[src/rtl/de_issue_ctrl_pkg.sv]
// Shared types and constants for the decode-stage issue controller.
package de_issue_ctrl_pkg;

    localparam int unsigned FIFO_DEPTH_DEF = 2;

    typedef enum logic [1:0] {
        ST_RUN     = 2'd0,
        ST_WAIT_DS = 2'd1,
        ST_HALT    = 2'd2
    } state_e;

    localparam logic [1:0] SC_NONE         = 2'd0;
    localparam logic [1:0] SC_LOAD_USE     = 2'd1;
    localparam logic [1:0] SC_MD_BUSY      = 2'd2;
    localparam logic [1:0] SC_BACKPRESSURE = 2'd3;

    typedef struct packed {
        logic [31:0] pc;
        logic [31:0] inst;
    } fifo_entry_t;

    // True when an enabled source register matches the execute destination.
    function automatic logic src_hit(input logic en, input logic [4:0] addr,
                                     input logic [4:0] waddr);
        return en & (addr == waddr);
    endfunction

endpackage

[src/rtl/de_issue_ctrl_fifo.sv]
// Two-entry instruction queue; the head slot drives decode directly.
module de_issue_ctrl_fifo
    import de_issue_ctrl_pkg::*;
#(
    parameter int FIFO_DEPTH = 2
) (
    input  logic        i_clk,
    input  logic        i_resetn,
    input  logic        i_push,
    input  logic        i_pop,
    input  logic        i_flush,
    input  fifo_entry_t i_wr_entry,
    output logic        o_full,
    output logic        o_head_vld,
    output fifo_entry_t o_head
);

    localparam logic [1:0] LP_FULL = 2'(FIFO_DEPTH);

    logic [1:0]  r_count;
    logic        r_head_vld;
    fifo_entry_t r_head;
    fifo_entry_t r_tail;

    // Queue state: push/pop never collide with a full queue because push
    // is gated by the full flag and pop needs a valid head.
    always_ff @(posedge i_clk or negedge i_resetn) begin
        if (!i_resetn) begin
            r_count    <= 2'd0;
            r_head_vld <= 1'b0;
            r_head     <= '0;
            r_tail     <= '0;
        end else if (i_flush) begin
            r_count    <= 2'd0;
            r_head_vld <= 1'b0;
        end else begin
            case ({i_push, i_pop})
                2'b10: begin
                    if (r_count == 2'd0) begin
                        r_head     <= i_wr_entry;
                        r_head_vld <= 1'b1;
                        r_count    <= 2'd1;
                    end else begin
                        r_tail  <= i_wr_entry;
                        r_count <= 2'd2;
                    end
                end
                2'b01: begin
                    if (r_count == 2'd2) begin
                        r_head  <= r_tail;
                        r_count <= 2'd1;
                    end else begin
                        r_head_vld <= 1'b0;
                        r_count    <= 2'd0;
                    end
                end
                2'b11: begin
                    // Only reachable with one entry: replace the head in place.
                    r_head <= i_wr_entry;
                end
                default: begin
                end
            endcase
        end
    end

    assign o_full     = (r_count == LP_FULL);
    assign o_head_vld = r_head_vld;
    assign o_head     = r_head;

endmodule

[src/rtl/de_issue_ctrl.sv]
// Decode-stage issue controller: queue, hazard checks, delay-slot/halt FSM
// and stall-cycle counter.
module de_issue_ctrl
    import de_issue_ctrl_pkg::*;
#(
    parameter int FIFO_DEPTH = FIFO_DEPTH_DEF
) (
    input  logic        clk,
    input  logic        resetn,
    input  logic        if_valid,
    input  logic [31:0] if_inst,
    input  logic [31:0] if_pc,
    output logic        if_ready,
    output logic        de_valid,
    output logic [31:0] de_inst,
    output logic [31:0] de_pc,
    input  logic        de_r_en1,
    input  logic        de_r_en2,
    input  logic [4:0]  de_r_addr1,
    input  logic [4:0]  de_r_addr2,
    input  logic        de_is_branch,
    input  logic        de_is_md,
    input  logic        de_exc,
    input  logic        ex_valid,
    input  logic        ex_is_load,
    input  logic [4:0]  ex_w_addr,
    input  logic        md_busy,
    input  logic        ex_ready,
    input  logic        flush,
    output logic        issue,
    output logic        issue_in_ds,
    output logic [1:0]  stall_cause,
    output logic [31:0] stall_cnt
);

    state_e      r_state;
    logic [31:0] r_stall_cnt;
    logic        w_full;
    logic        w_push;
    logic        w_lu;
    logic        w_mdb;
    logic        w_issue;
    logic [1:0]  w_cause;
    fifo_entry_t w_head;
    fifo_entry_t w_wr_entry;

    // if_ready only looks at registered occupancy, keeping ex_ready out of it.
    assign if_ready   = resetn & ~w_full;
    assign w_push     = if_valid & if_ready & ~flush;
    assign w_wr_entry = '{pc: if_pc, inst: if_inst};

    de_issue_ctrl_fifo #(
        .FIFO_DEPTH (FIFO_DEPTH)
    ) u_fifo (
        .i_clk      (clk),
        .i_resetn   (resetn),
        .i_push     (w_push),
        .i_pop      (w_issue),
        .i_flush    (flush),
        .i_wr_entry (w_wr_entry),
        .o_full     (w_full),
        .o_head_vld (de_valid),
        .o_head     (w_head)
    );

    assign de_inst = w_head.inst;
    assign de_pc   = w_head.pc;

    // Hazard detection, issue decision and stall reason for the current head.
    always_comb begin
        w_lu    = ex_valid & ex_is_load & (ex_w_addr != 5'd0) &
                  (src_hit(de_r_en1, de_r_addr1, ex_w_addr) |
                   src_hit(de_r_en2, de_r_addr2, ex_w_addr));
        w_mdb   = de_is_md & md_busy;
        w_issue = de_valid & ~w_lu & ~w_mdb & ex_ready &
                  (r_state != ST_HALT) & ~flush;
        w_cause = SC_NONE;
        if (de_valid && !w_issue) begin
            if (w_lu)
                w_cause = SC_LOAD_USE;
            else if (w_mdb)
                w_cause = SC_MD_BUSY;
            else if (!ex_ready || r_state == ST_HALT)
                w_cause = SC_BACKPRESSURE;
        end
    end

    assign issue       = w_issue;
    assign issue_in_ds = w_issue & (r_state == ST_WAIT_DS);
    assign stall_cause = w_cause;

    // Delay-slot / halt tracking; flush always returns to RUN and an
    // excepting issue wins over delay-slot tagging.
    always_ff @(posedge clk or negedge resetn) begin
        if (!resetn) begin
            r_state <= ST_RUN;
        end else if (flush) begin
            r_state <= ST_RUN;
        end else if (w_issue) begin
            if (de_exc)
                r_state <= ST_HALT;
            else if (r_state == ST_WAIT_DS)
                r_state <= ST_RUN;
            else if (de_is_branch)
                r_state <= ST_WAIT_DS;
        end
    end

    // Stall-cycle counter: wraps naturally and survives flushes.
    always_ff @(posedge clk or negedge resetn) begin
        if (!resetn)
            r_stall_cnt <= 32'd0;
        else if (de_valid && !w_issue && !flush)
            r_stall_cnt <= r_stall_cnt + 32'd1;
    end

    assign stall_cnt = r_stall_cnt;

endmodule
[config.mk]
export PLATFORM = sky130hd
export DESIGN_NAME = de_issue_ctrl
export DESIGN_NICKNAME = d
export VERILOG_FILES = /design/src/rtl/de_issue_ctrl_pkg.sv /design/src/rtl/de_issue_ctrl_fifo.sv /design/src/rtl/de_issue_ctrl.sv
export SDC_FILE = /design/constraint.sdc
export NUM_CORES = 1
export LEC_CHECK = 0
export ABC_AREA = 0
export CAP_MARGIN = 20
export CORE_AREA = 2 2 181 183
export DETAILED_ROUTE_END_ITERATION = 10
export DIE_AREA = 0 0 183 185
export GPL_TIMING_DRIVEN = 0
export SETUP_SLACK_MARGIN = 0.5
export SLEW_MARGIN = 15
export SYNTH_ARGS = -nofsm -noshare
export SYNTH_HDL_FRONTEND = slang
export SYNTH_HIERARCHICAL = 1
export SYNTH_SLANG_ARGS = --single-unit
[constraint.sdc]
create_clock -name clk -period 6.5 [get_ports clk]
set_clock_uncertainty 0.05 [all_clocks]
set_input_delay 0.975 -clock clk [delete_from_list [all_inputs] [get_ports clk]]
set_output_delay 0.975 -clock clk [all_outputs]
set_load 0.05 [all_outputs]
## Word level (Yosys, flattened, before mapping)

Cells that the tools add are included.

| cells by class | value |
|---|---|
| reduce and logical (&&, ||, !) cells | 16 |
| equal/unequal tests | 13 |
| add/sub/neg operators | 1 |
| bitwise operators | 21 |
| muxes and demuxes | 20 |

Operator list:

| operator | count |
|---|---|
| $pmux 64 s3 | 1 |
| $mux 64 | 2 |
| $add 32x1->32 const B | 1 |
| $mux 2 | 11 |
| $and 1x1->1 | 15 |
| $eq 5x5->1 | 2 |
| $eq 2x2->1 const B | 4 |
| $reduce_and 3->1 | 2 |
| $reduce_bool 3->1 | 2 |
| $not 1->1 | 5 |
| $reduce_bool 5->1 | 1 |
| $eq 2x1->1 const B | 2 |
| $mux 1 | 4 |
| $ne 2x2->1 const B | 2 |
| $pmux 2 s2 | 1 |
| $reduce_and 4->1 | 1 |
| $reduce_bool 4->1 | 1 |
| $logic_not 1->1 | 3 |
| $ne 3x2->1 const B | 1 |
| $ne 3x3->1 const B | 1 |
| $logic_and 1x1->1 | 2 |
| $logic_not 2->1 | 1 |
| $ne 2x1->1 const B | 1 |
| $pmux 1 s2 | 1 |
| other kinds (4) | 4 |

| word-level totals | value |
|---|---|
| word-level logic and storage cells | 79 |
| output and inout bits | 102 |
| input bits | 92 |
| bits in registers | 165 |

## Longest topological paths before layout

| logic depth | value |
|---|---|
| depth after elaboration | 13 |
| gate-level depth with buffers | 12 |
| mapped depth without buffers | 9 |

## Modules after synthesis

Netlist, hierarchy kept.

By module, submodules not included:

| module | times used | cells an instance | sequential area each (µm²) | area an instance (µm²) |
|---|---|---|---|---|
| de_issue_ctrl_fifo | 1 | 362 | 3278.1 | 5987.0 |
| de_issue_ctrl | 1 | 174 | 850.8 | 1848.0 |

## Worst setup path before layout

OpenSTA, ideal clock, no wires.

| path | value |
|---|---|
| path kind | input-to-reg |
| from | input ex_w_addr[0] |
| to | register u_fifo.r_head (netlist bit u_fifo/o_head[0]) |
| data required time | 6.325 ns |
| stages | 11 |
| setup slack | 2.109 ns |
| buffers on the path | 3 |
| data arrival time | 4.216 ns |
| path through | or3_1 -> o311a_4 -> a21oi_4 -> buf_6 -> nand2_1 -> nor2_1 -> and2b_2 -> buf_2 -> buf_2 -> mux2_2 -> mux2_2 |

| on the way | value |
|---|---|
| word-level cells in the longest chain between the ends | 13 |
| elaborated cells between the ends (all ways) | 22 |

RTL lines:

| what | RTL line | text |
|---|---|---|
| from (decl) | de_issue_ctrl.sv:26 | `input logic [4:0] ex_w_addr,` |
| $eq 5x5->1 | de_issue_ctrl_pkg.sv:25 | `return en & (addr == waddr);` |
| $and 1x1->1 | de_issue_ctrl_pkg.sv:25 |  |
| $or 1x1->1 | de_issue_ctrl.sv:72 | `(src_hit(de_r_en1, de_r_addr1, ex_w_addr) \|` |
| $and 1x1->1 (*) | de_issue_ctrl.sv:71 | `w_lu = ex_valid & ex_is_load & (ex_w_addr != 5'd0) &` |
| $not 1->1 (*) | de_issue_ctrl.sv:75 | `w_issue = de_valid & ~w_lu & ~w_mdb & ex_ready &` |
| $and 1x1->1 (*) (4 in series) | de_issue_ctrl.sv:75 |  |
| $and 1x1->1 (*) | de_issue_ctrl.sv:76 | `(r_state != ST_HALT) & ~flush;` |
| via issue | de_issue_ctrl.sv:30 | `output logic issue,` |
| $eq 2x2->1 or $eq 2x1->1 (tied branches) | de_issue_ctrl_fifo.sv:37 | `case ({i_push, i_pop})` |
| $ne 2x1->1 (no line) (tied with other cells) | n/a |  |
| $reduce_and 4->1 (no line) | n/a |  |
| to (signal assigned) | de_issue_ctrl_fifo.sv:40 | `r_head <= i_wr_entry;` |
| to (signal assigned) | de_issue_ctrl_fifo.sv:50 | `r_head <= r_tail;` |
| to (signal assigned) | de_issue_ctrl_fifo.sv:59 | `r_head <= i_wr_entry;` |
| to (decl) | de_issue_ctrl_fifo.sv:22 | `fifo_entry_t r_head;` |

The timed path passes the listed nets; every way through them passes the cells marked *.
A chain may end at the register's enable or synchronous reset.

## Worst setup path in the final report

| path | value |
|---|---|
| from | input ex_w_addr[0] |
| to | output issue |

| on the way | value |
|---|---|
| word-level cells in the longest chain between the ends | 10 |
| elaborated cells between the ends (all ways) | 14 |

RTL lines:

| what | RTL line |
|---|---|
| $eq 5x5->1 | de_issue_ctrl_pkg.sv:25 |
| $and 1x1->1 | de_issue_ctrl_pkg.sv:25 |
| $or 1x1->1 | de_issue_ctrl.sv:72 |
| $and 1x1->1 (*) | de_issue_ctrl.sv:71 |
| $not 1->1 (*) | de_issue_ctrl.sv:75 |
| $and 1x1->1 (*) (4 in series) | de_issue_ctrl.sv:75 |
| $and 1x1->1 (*) | de_issue_ctrl.sv:76 |
| to (decl) | de_issue_ctrl.sv:30 |

Mark *: on every way between the ends. The rest lies on a longest branch, timed or not.

==> flow_summary.yaml <==
critical_path:
  r2r_slack_ns: 3.10
  critPathKind: "in2out"
  startpoint_type: "primary input"
  path_max_fanout: 10
  required_ns: 5.47
  r2r_end: "u_fifo/o_head[2]"
  r2r-start: "r_state[1]"
  arrival_ns: 4.09
  endpoint_kind: "output pin"
  worst-r2r-cell-count: 10
clock_network:
  cts_root_buf: "clkbuf_16"
  cts_tree: "yes"
  clkLatencyLatePin_ns: 0.43
  clkTransAtPathRegs_ns: 0.07
  clk_path_buf_depth: 2
  post-cts-setup-buffer-count: 0
  htree_num_levels: 4
  cts.sinks: 165
  hold_buffers: 0
  cts_buffers: 17
  post_cts_resized: 0
global_routing:
  grt_pass1_vias: 5336
  grt_max_degree: 93
  grt_pass1_wl_um: 30200
  grt-ovfl-total: 0
  antenna_found_initial: 1
  grt_use_total_pct: 11.7
placed_design:
  gp_congestion: 0.711
  place_hpwl_um: 13400
  dp_cells: 1138
  place_area_sq_um: 10300
  port_buffers: 193
power:
  p_clk_share_pct: 28.2
  p_seq_share_pct: 40.2
  share_comb_of_total_power_pct: 31.6
  p_leak_nw: 4.75
  irDropWorstVdd_uv: 188
  internal_power_w: 0.00215
  netSwitchingPower_w: 0.00112
  swShare_pct: 34.3
  power.density_nw_per_um2: 301
  totalPowerFinal_w: 0.00326
floorplanning:
  num_rows: 66
  die_h_um: 185
  core_sq_um: 32000
  die_w_um: 183
  fp.dieArea_sq_um: 33900
  pin_count: 194
  start_util_pct: 24.5
detailed_routing:
  vias: 4950
  wirelength_um: 19200
  drc: 0
  via_per_inst: 4.23
  drtAntennaViolNets: 0
  wire_per_inst_um: 16.4
  first_pass_iters: 4
  drt_iter0_drc: 197
synthesis:
  synthArstFlopShare_pct: 100
  synth_cells: 536
  ys_warn_count: 6
  syn_avg_cell_area_sq_um: 14.6
  synth_nets: 629
  synth_ff_type: "dfrtp_1"
  seq_area_frac_synth_pct: 52.7
  synth_edf_count: 0
  ys_ff_latch: 165
  syn-cell-area_sq_um: 7840
  ys_types: 46
layout:
  layout.nets: 842
  layout_commonest_cell: "clkdlybuf4s50_1"
  syn2layout_area_growth_pct: 38.3
  drive_gt1_share_pct: 33.5
  final_cells: 1171
  postLayoutCellArea_sq_um: 10800
  final_cell_mix: "192 x clkdlybuf4s50_1, 165 x dfrtp_1, 132 x mux2_2"
min_path:
  whs_endpoint: "stall_cnt[31]"
  whs_path_depth: 1
  hp-class: "reg2reg"
  hp-start: "stall_cnt[31]"
timing:
  slew_violations: 0
  finalSetupViolations: 0
  hold_viol: 0
  fin_crit_sh_pct: 78.8
  hold_ws_ns: 0.427
  fmax_mhz: 195
  fin_crit_ns: 5.12
  maxSlewHeadroom_pct: 48.5
  rsz0062_at_grt: "false"
  tightest_slew_ns: 0.773
  fin_setup_tns_ns: 0
flow_run:
  cap_viol_max_count: 0
outcome:
  status: "finished, final reports clean"
state kept, by name, summed over array words and instances, names as in the netlist:
register	flops
u_fifo/o_head_vld	1
u_fifo/o_head	64
u_fifo/r_tail	64
r_state	2
u_fifo/r_count	2
stall_cnt	32
Yosys cell counts (2+ instances only):
cell type / count / area share, %
nor2_1: 11 / 0.53
inv_1: 2 / 0.096
a21oi_1: 4 / 0.26
nor2b_1: 4 / 0.32
buf_12: 6 / 1.5
buf_6: 4 / 0.57
buf_2: 7 / 0.45
nor3b_1: 6 / 0.57
xor2_1: 17 / 1.9
nor4_1: 3 / 0.24
mux2_2: 132 / 19
buf_4: 6 / 0.57
nand2b_1: 4 / 0.32
and4_1: 4 / 0.45
o21ai_0: 2 / 0.13
dfrtp_1: 165 / 53
mux2_4: 60 / 11
nand2_1: 19 / 0.91
nand3_1: 8 / 0.51
nand4_1: 11 / 0.88
xnor2_1: 24 / 2.7
nor3_1: 9 / 0.57
and3_1: 5 / 0.40
critical path: stages:
cell and delay, ns:
clkdlybuf4s50_1 0.46, or3_1 0.44, o311a_4 0.36, a21oi_4 0.20
buf_6 0.18, nand2_1 0.12, nor2_1 0.42, clkdlybuf4s50_1 0.94
through the flow:
| step | worst slack [ns] | utilization, % |
|---|---|---|
| after floorplan | 2.11 | - |
| after global placement | -3.62 | 32.1 |
| after detailed placement | 1.34 | 32.2 |
| after CTS | 1.34 | 33.8 |
| after global routing | 1.21 | 33.8 |
| final | 1.38 | 33.8 |
routing by layer:
layer	up-vias	share of wire (%)	global-route usage, %
li1	2355	-	-
met1	2454	47	15.5
met2	128	46	18.0
met3	13	6.5	4.15
met4	0	0.95	3.74
met5	-	0	0
worst max path at each step:
stage,startpoint,endpoint,cells past startpoint
after global routing,ex_w_addr[0],issue,8
after global placement,resetn,u_fifo/o_head[59],7
after CTS,ex_w_addr[0],issue,8
after detailed placement,ex_w_addr[0],issue,8
after floorplan,ex_w_addr[0],u_fifo/o_head[0],11
final,ex_w_addr[0],issue,8
power groups by stage:
stage                     combinational (W)  clock [W]  sequential [W]
after global routing                0.00108    0.00101         0.00134
after floorplan                    0.000258          0         0.00172
final                               0.00103   0.000922         0.00131
after detailed placement            0.00104          0         0.00133
after global placement              0.00103          0         0.00133
after CTS                           0.00105   0.000965         0.00131
final cells by class:
type	instances	area [sq um]
diodes	1	2.50
plain buffers	24	249
clock buffers	21	440
clock inverters	11	81.3
fillers	3144	21200
inverters	3	11.3
multi-input cells	344	3450
flip-flops and latches	165	4130
well taps	408	510
repair buffers	194	1960
kinds of logic after synthesis:
group | count (synthesis) | share of synthesized area (%)
and+or+nand+nor | 90 | 6.39
buffers and inverters | 27 | 3.32
muxes | 194 | 30.7
xor gates and xnor gates | 41 | 4.58
DFF | 165 | 52.7
adders and majority gates | 1 | 0.160
AOI/OAI and AO/OA | 18 | 2.11
Note: power is estimated with default switching activity, not from simulation.
